<file path="src/rtl/wb_arbiter.sv">
// Write-back arbiter: owns the register-file write port, merging in-order
// pipeline results with buffered long-latency unit (LU) results, and keeps a
// pending scoreboard of outstanding LU destinations for issue interlocks.
module wb_arbiter #(
  parameter int REG_WIDTH    = 64,
  parameter int BUF_DEPTH    = 2,
  parameter int STARVE_LIMIT = 4
) (
  input  logic                 clk,
  input  logic                 reset,
  input  logic                 pipe_valid,
  input  logic                 pipe_reg_write,
  input  logic [4:0]           pipe_rd,
  input  logic [REG_WIDTH-1:0] pipe_data,
  input  logic                 lu_valid,
  output logic                 lu_ready,
  input  logic [4:0]           lu_rd,
  input  logic [REG_WIDTH-1:0] lu_data,
  input  logic                 iss_valid,
  input  logic [4:0]           iss_rd,
  output logic [31:0]          pend_mask,
  output logic                 stall_pipe,
  output logic [4:0]           rd,
  output logic [REG_WIDTH-1:0] rd_din,
  output logic                 reg_write
);

  localparam int PTR_W = (BUF_DEPTH > 1) ? $clog2(BUF_DEPTH) : 1;
  localparam int CNT_W = $clog2(BUF_DEPTH + 1);
  localparam int STV_W = $clog2(STARVE_LIMIT + 1);
  localparam logic [CNT_W-1:0] FULL_CNT = CNT_W'(BUF_DEPTH);
  localparam logic [STV_W-1:0] STV_MAX  = STV_W'(STARVE_LIMIT);

  logic [4:0]           buf_rd   [BUF_DEPTH];
  logic [REG_WIDTH-1:0] buf_data [BUF_DEPTH];
  logic [PTR_W-1:0]     wr_ptr, rd_ptr;
  logic [CNT_W-1:0]     count;
  logic [STV_W-1:0]     starve_cnt;

  logic        pipe_win, fifo_empty, push, pop;
  logic [4:0]  head_rd;
  logic [31:0] set_mask, clr_mask;

  assign pipe_win   = pipe_valid && pipe_reg_write && (pipe_rd != 5'd0);
  assign fifo_empty = (count == '0);
  assign lu_ready   = !reset && (count != FULL_CNT);
  assign push       = lu_valid && lu_ready;
  // The pipeline is never held back, so the FIFO only drains on idle cycles.
  assign pop        = !reset && !pipe_win && !fifo_empty;
  assign head_rd    = buf_rd[rd_ptr];

  // Scoreboard set/clear masks for this cycle
  always_comb begin
    set_mask = '0;
    clr_mask = '0;
    if (iss_valid && (iss_rd != 5'd0)) set_mask[iss_rd] = 1'b1;
    if (pop && (head_rd != 5'd0))      clr_mask[head_rd] = 1'b1;
  end

  // FIFO storage; contents are don't-care while empty, so no reset needed
  always_ff @(posedge clk) begin
    if (push) begin
      buf_rd[wr_ptr]   <= lu_rd;
      buf_data[wr_ptr] <= lu_data;
    end
  end

  // FIFO pointers and occupancy; power-of-two depth makes pointers wrap naturally
  always_ff @(posedge clk) begin
    if (reset) begin
      wr_ptr <= '0;
      rd_ptr <= '0;
      count  <= '0;
    end else begin
      if (push) wr_ptr <= wr_ptr + PTR_W'(1);
      if (pop)  rd_ptr <= rd_ptr + PTR_W'(1);
      case ({push, pop})
        2'b10:   count <= count + CNT_W'(1);
        2'b01:   count <= count - CNT_W'(1);
        default: count <= count;
      endcase
    end
  end

  // Register-file write port: pipeline first, then FIFO head, else idle
  always_ff @(posedge clk) begin
    if (reset) begin
      rd        <= '0;
      rd_din    <= '0;
      reg_write <= 1'b0;
    end else if (pipe_win) begin
      rd        <= pipe_rd;
      rd_din    <= pipe_data;
      reg_write <= 1'b1;
    end else if (pop && (head_rd != 5'd0)) begin
      rd        <= head_rd;
      rd_din    <= buf_data[rd_ptr];
      reg_write <= 1'b1;
    end else begin
      reg_write <= 1'b0;
    end
  end

  // Head-of-FIFO wait counter, saturating at the limit
  always_ff @(posedge clk) begin
    if (reset || pop || fifo_empty) begin
      starve_cnt <= '0;
    end else if (starve_cnt != STV_MAX) begin
      starve_cnt <= starve_cnt + STV_W'(1);
    end
  end

  // Hold-off request: raised once the head has waited long enough, dropped by a pop
  always_ff @(posedge clk) begin
    if (reset || pop) begin
      stall_pipe <= 1'b0;
    end else if (starve_cnt == STV_MAX) begin
      stall_pipe <= 1'b1;
    end
  end

  // Pending scoreboard; a same-cycle set overrides the clear
  always_ff @(posedge clk) begin
    if (reset) begin
      pend_mask <= '0;
    end else begin
      pend_mask <= (pend_mask & ~clr_mask) | set_mask;
    end
  end

endmodule

</file>
<file path="config.mk">
export PLATFORM = sky130hd
export DESIGN_NAME = wb_arbiter
export DESIGN_NICKNAME = d
export VERILOG_FILES = /design/src/rtl/wb_arbiter.sv
export SDC_FILE = /design/constraint.sdc
export NUM_CORES = 1
export LEC_CHECK = 0
export ABC_AREA = 1
export CORE_UTILIZATION = 45
export CTS_BUF_LIST = sky130_fd_sc_hd__clkbuf_8 sky130_fd_sc_hd__clkbuf_16
export CTS_CLUSTER_SIZE = 8
export DETAILED_ROUTE_END_ITERATION = 8
export PLACE_DENSITY = 0.81
export SLEW_MARGIN = 15
export SYNTH_ARGS = -nofsm -noshare
export SYNTH_HDL_FRONTEND = slang
export SYNTH_SLANG_ARGS = --single-unit
</file>
<file path="constraint.sdc">
create_clock -name clk -period 5.2 [get_ports clk]
set_input_delay 1.3 -clock clk [delete_from_list [all_inputs] [get_ports clk]]
set_output_delay 1.3 -clock clk [all_outputs]
set_load 0.05 [all_outputs]
</file>
# == After elaboration in Yosys (flattened, before gate mapping) ==
# Memory sizes are Yosys's and may differ from the RTL's. A register that Yosys moved wholly into a read port is not among the register bits.
# Cells that the tools add are included.
# Widths: inputs -> output; s select.
# op_classes
muxes,19
magnitude_cmp,4
n_eq_ne,5
n_reduce_logical,21
bitwise_logic,3
addsub,5
# ops
op,count
$mux 64,2
$mux 32,2
$and 32x32->32,1
$not 32->32,1
$or 32x32->32,1
$reduce_bool 5->1,3
$lt 5x6->1 const B,2
$demux 1 s5,2
$ge 5x1->1 const B,2
$logic_and 1x1->1,10
$mux 1,10
$mux 5,2
$pmux 2 s2,1
$reduce_bool 2->1,2
$add 3x1->3 const B,1
$eq 3x3->1 const B,1
$logic_not 1->1,3
$ne 3x3->1 const B,1
$add 1x1->1 const B,2
$add 2x1->2 const B,1
$eq 2x1->1 const B,1
$eq 2x2->1 const B,1
$logic_not 2->1,1
$logic_or 1x1->1,2
2 further kinds,2
# word_totals
mem_bits_rw,138
wordCells,68
output_inout_bits,104
register_bits,110
n_memories,2
inputBits,149
# memory_table
memory,depth,width,rd,rd_ports_with_merged_regs,write_ports,line,text
buf_data,2,64,1,1,1,35,logic [REG_WIDTH-1:0] buf_data [BUF_DEPTH];
buf_rd,2,5,1,1,1,34,logic [4:0] buf_rd [BUF_DEPTH];

# == Logic depth before layout (Yosys ltp) ==
# depth
ltp_word,10
ltp_mapped,12
depth_no_buf,9

# == Worst setup path after synthesis ==
# OpenSTA, ideal clock, no wires.
# synth_path
kind,input port to flip-flop
start,input port reset
end,"memory buf_data[0][0], enable pin"
stages,4
t_arrival_ns,5.481
slack_ns,-0.778
required_time_ns,4.703
path_buffers,1
setup_time_ns,0.497
path_cell_list,buf_2 a21oi_1 nand2_1 nor2_1
# synth_between
elab_chain_cells,5
# synth_lines
item,line,text
from (decl),10,"input logic reset,"
$logic_not 1->1,46,assign lu_ready = !reset && (count != FULL_CNT);
$logic_and 1x1->1,46,
net lu_ready,16,"output logic lu_ready,"
$logic_and 1x1->1,47,assign push = lu_valid && lu_ready;
$mux 1,62,if (push) begin
$mux 1 (implied by the code),64,buf_data[wr_ptr] <= lu_data;
to (decl),35,
# The timed path passes the listed nets, and every way through them passes these cells.

# == Worst setup path in the final report ==
# layout_path
start,input port reset
end,output port lu_ready
# layout_between
elab_chain_cells,2
# layout_lines
item,line
$logic_not 1->1,46
$logic_and 1x1->1,46
to (decl),16
# Every way passes these cells.

==> results by group <==
Yosys
  – FF+latch count, synth: 249
  – Syn. warnings: 0
  – Avg Inst Size Synth: 8.35 µm²
  – Mapped Cells: 1296
  – Mapped cell area: 10800 µm²
  – Unique cell type count in the Yosys netlist: 28
  – Register area share after synthesis: 0.588
  – Syn_nets: 1448

Clocking
  – Post_cts resized: 0
  – Post CTS Setup Buffer Count: 0
  – Deepest clock path buffer count: 3
  – H-Tree Depth: 2
  – CTS root buf: clkbuf_16
  – Hold-fix buffers, CTS: 0
  – TritonCTS buffer count: 37
  – TritonCTS clock tree: yes
  – Worst-path clk slew: 0.05 ns
  – Clock Latency Late Sink: 0.51 ns
  – CTS Sinks: 249

Detailed routing
  – Drt wl/cell: 14.6 µm
  – Antenna viol nets, final: 0
  – DRT Wirelength: 27200 µm
  – Drt initial violations: 586
  – Vias per cell: 4.88
  – Highest Signal Layer: met4
  – Met3 WL: 1660 µm
  – DR WL met2: 12900 µm
  – Residual DRC: 0
  – Met1 Routed Length: 11800 µm
  – Vias after detailed routing: 9113
  – DR pass1 iterations: 5

Timing
  – Final Hold Vio Count: 0
  – Slew Viols, Final: 0
  – Final hold slack: 0.427 ns
  – Final setup vio count: 0
  – Final period util: 0.781
  – Setup WS post-layout: 1.14 ns
  – Tightest Pin Transition: 0.879 ns
  – Clock skew: 0.0203 ns
  – RSZ-0062 raised after global routing: no
  – Fin crit period: 4.06 ns
  – Peak Freq: 246 MHz
  – Slew Limit Headroom: 0.414

GRT
  – Antenna violations before repair: 0
  – GRT Util Overall: 0.218
  – First-pass GRT wire length: 42300 µm
  – Gr ovfl total: 0
  – Vias in the first global route: 8644
  – Largest net degree at the start of global routing: 120

Place
  – Final Wtd Congestion: 0.898
  – I/O Buffers: 252
  – Pre-CTS WS: 1.16 ns
  – Hpwl dp: 17000 µm

Worst setup path
  – Worst EP required: 3.90 ns
  – Internal reg-to-reg setup slack: 1.86 ns
  – Worst reg-to-reg path cell count: 10
  – Worst-path maximum fanout: 2
  – Kind of critical path: primary input to output pin
  – Startpoint Class: primary input
  – CP endpoint kind: output pin
  – R2r endpoint: rd_din[35]
  – CP arrival: 2.76 ns

Layout
  – Area delta synth->final: 34.5%
  – Fillcell total: 1924
  – Most frequent cells in the layout: nand2_1 (518), clkdlybuf4s50_1 (252), edfxtp_1 (138)
  – Core Util, Final: 0.619
  – Multi-input gate area: 3690 µm²
  – Antenna diode count: 0
  – # nets final: 1676
  – Most common cell after layout, fill and taps aside: nand2_1
  – Share of layout cells above drive strength 1: 0.0445
  – Reg area: 6370 µm²

Worst hold path
  – Hold Path Stages: 2
  – Min-Delay Endpoint: pend_mask[0]
  – Hold crit path type: flip-flop to flip-flop
  – Hold path startpoint: pend_mask[0]

Floorplan
  – Effective utilization at floorplan: 0.460
  – DIE HEIGHT: 157 µm
  – Die W: 157 µm
  – # IOs: 253
  – Die area: 24700 µm²
  – Placeable Area: 23500 µm²
  – Placement Rows: 56

Flow run
  – Max cap viols: 0

Run status
  – Status: complete, no violations

Pwr
  – Static Leakage: 6.24 nW
  – VDD IR max: 0.000348 V
  – PwrDens: 382 nW/µm²
==> synth_stat cells <==
cell type  instances  area, µm²
edfxtp_1         138       4140
o21bai_1           8       60.1
nor2_1            84        315
buf_1             14       52.6
inv_4              1       6.26
buf_6              9        101
a21oi_2            1       8.76
nand2_2            4       25.0
inv_1            106        398
nor3_1             1       5.00
buf_4              5       37.5
buf_2             19       95.1
nand2_4            1       11.3
o21ai_0           33        165
ha_1               3       37.5
o21ai_4            1       16.3
xnor2_1            1       8.76
clkbuf_1          26       97.6
nor2_2             1       6.26
nand4_1            3       18.8
nor2_4             1       11.3
dfxtp_1          111       2220
nand3_1           92        460
xor2_1             1       8.76
nand2_1          519       1950
inv_2              3       11.3
nand3_2            1       10.0
a21oi_1          109        546
==> logic make-up after synthesis <==
logic type | Yosys count | share of synthesized area
xor+xnor | 2 | 0.00162
simple gates | 707 | 0.260
fa+ha+maj | 3 | 0.00347
flops | 249 | 0.588
compound gates | 152 | 0.0735
buf+inv | 183 | 0.0738
==> registers in the layout (all words and copies together), names as in the netlist, named ones only <==
| signal | cells |
|---|---|
| buf_data | 128 |
| rd_din | 64 |
| pend_mask | 32 |
| buf_rd | 10 |
| rd | 5 |
| starve_cnt | 3 |
| count | 2 |
| rd_ptr | 1 |
| reg_write | 1 |
| stall_pipe | 1 |
| wr_ptr | 1 |
==> power by group <==
group,switching [mW],internal (mW),leakage (nW)
logic,0.712,0.404,3.45
registers,0.0846,2.21,2.18
clock network,0.823,1.33,0.612
total,1.62,3.95,6.24
==> how the worst max path moves through the flow <==
stage | startpoint | end | slack, ns | depth (start not counted)
2_1_floorplan | reset | buf_data[0][0] | -0.78 | 4
3_3_place_gp | reset | lu_ready | 1.17 | 3
3_5_place_dp | reset | lu_ready | 1.16 | 3
4_1_cts | reset | lu_ready | 1.15 | 3
5_1_grt | reset | lu_ready | 1.10 | 3
6_report | reset | lu_ready | 1.14 | 3
==> layer usage <==
layer,GRT usage,vias up
met3,0.0441,61
li1,-,4612
met1,0.273,4150
met5,0,-
met4,0.0865,0
met2,0.368,290
==> critical path: stages <==
cell and delay, ns:
clkdlybuf4s50_1 0.44, a21oi_1 0.19, clkdlybuf4s50_1 0.84
==> metrics by stage <==
| stage | total power [mW] | TNS, ns | instances | cell area, µm² |
|---|---|---|---|---|
| detailed placement | 3.45 | 0 | 1804 | 13500 |
| global placement | 3.42 | 0 | 1804 | 13500 |
| floorplan | 3.07 | -107.39 | 1296 | 10800 |
| finish | 5.57 | 0 | 1868 | 14600 |
| CTS | 5.62 | 0 | 1868 | 14600 |
| global route | 5.81 | 0 | 1868 | 14600 |
==> final cells by class <==
type	instances	share of cell area
clock buffer	39	0.0670
timing repair buffer	262	0.179
inverter	110	0.0285
multi-input combinational	864	0.253
clock inverter	25	0.00713
sequential	249	0.437
tap	319	0.0274
No activity file was read; power rests on OpenSTA's default activity.
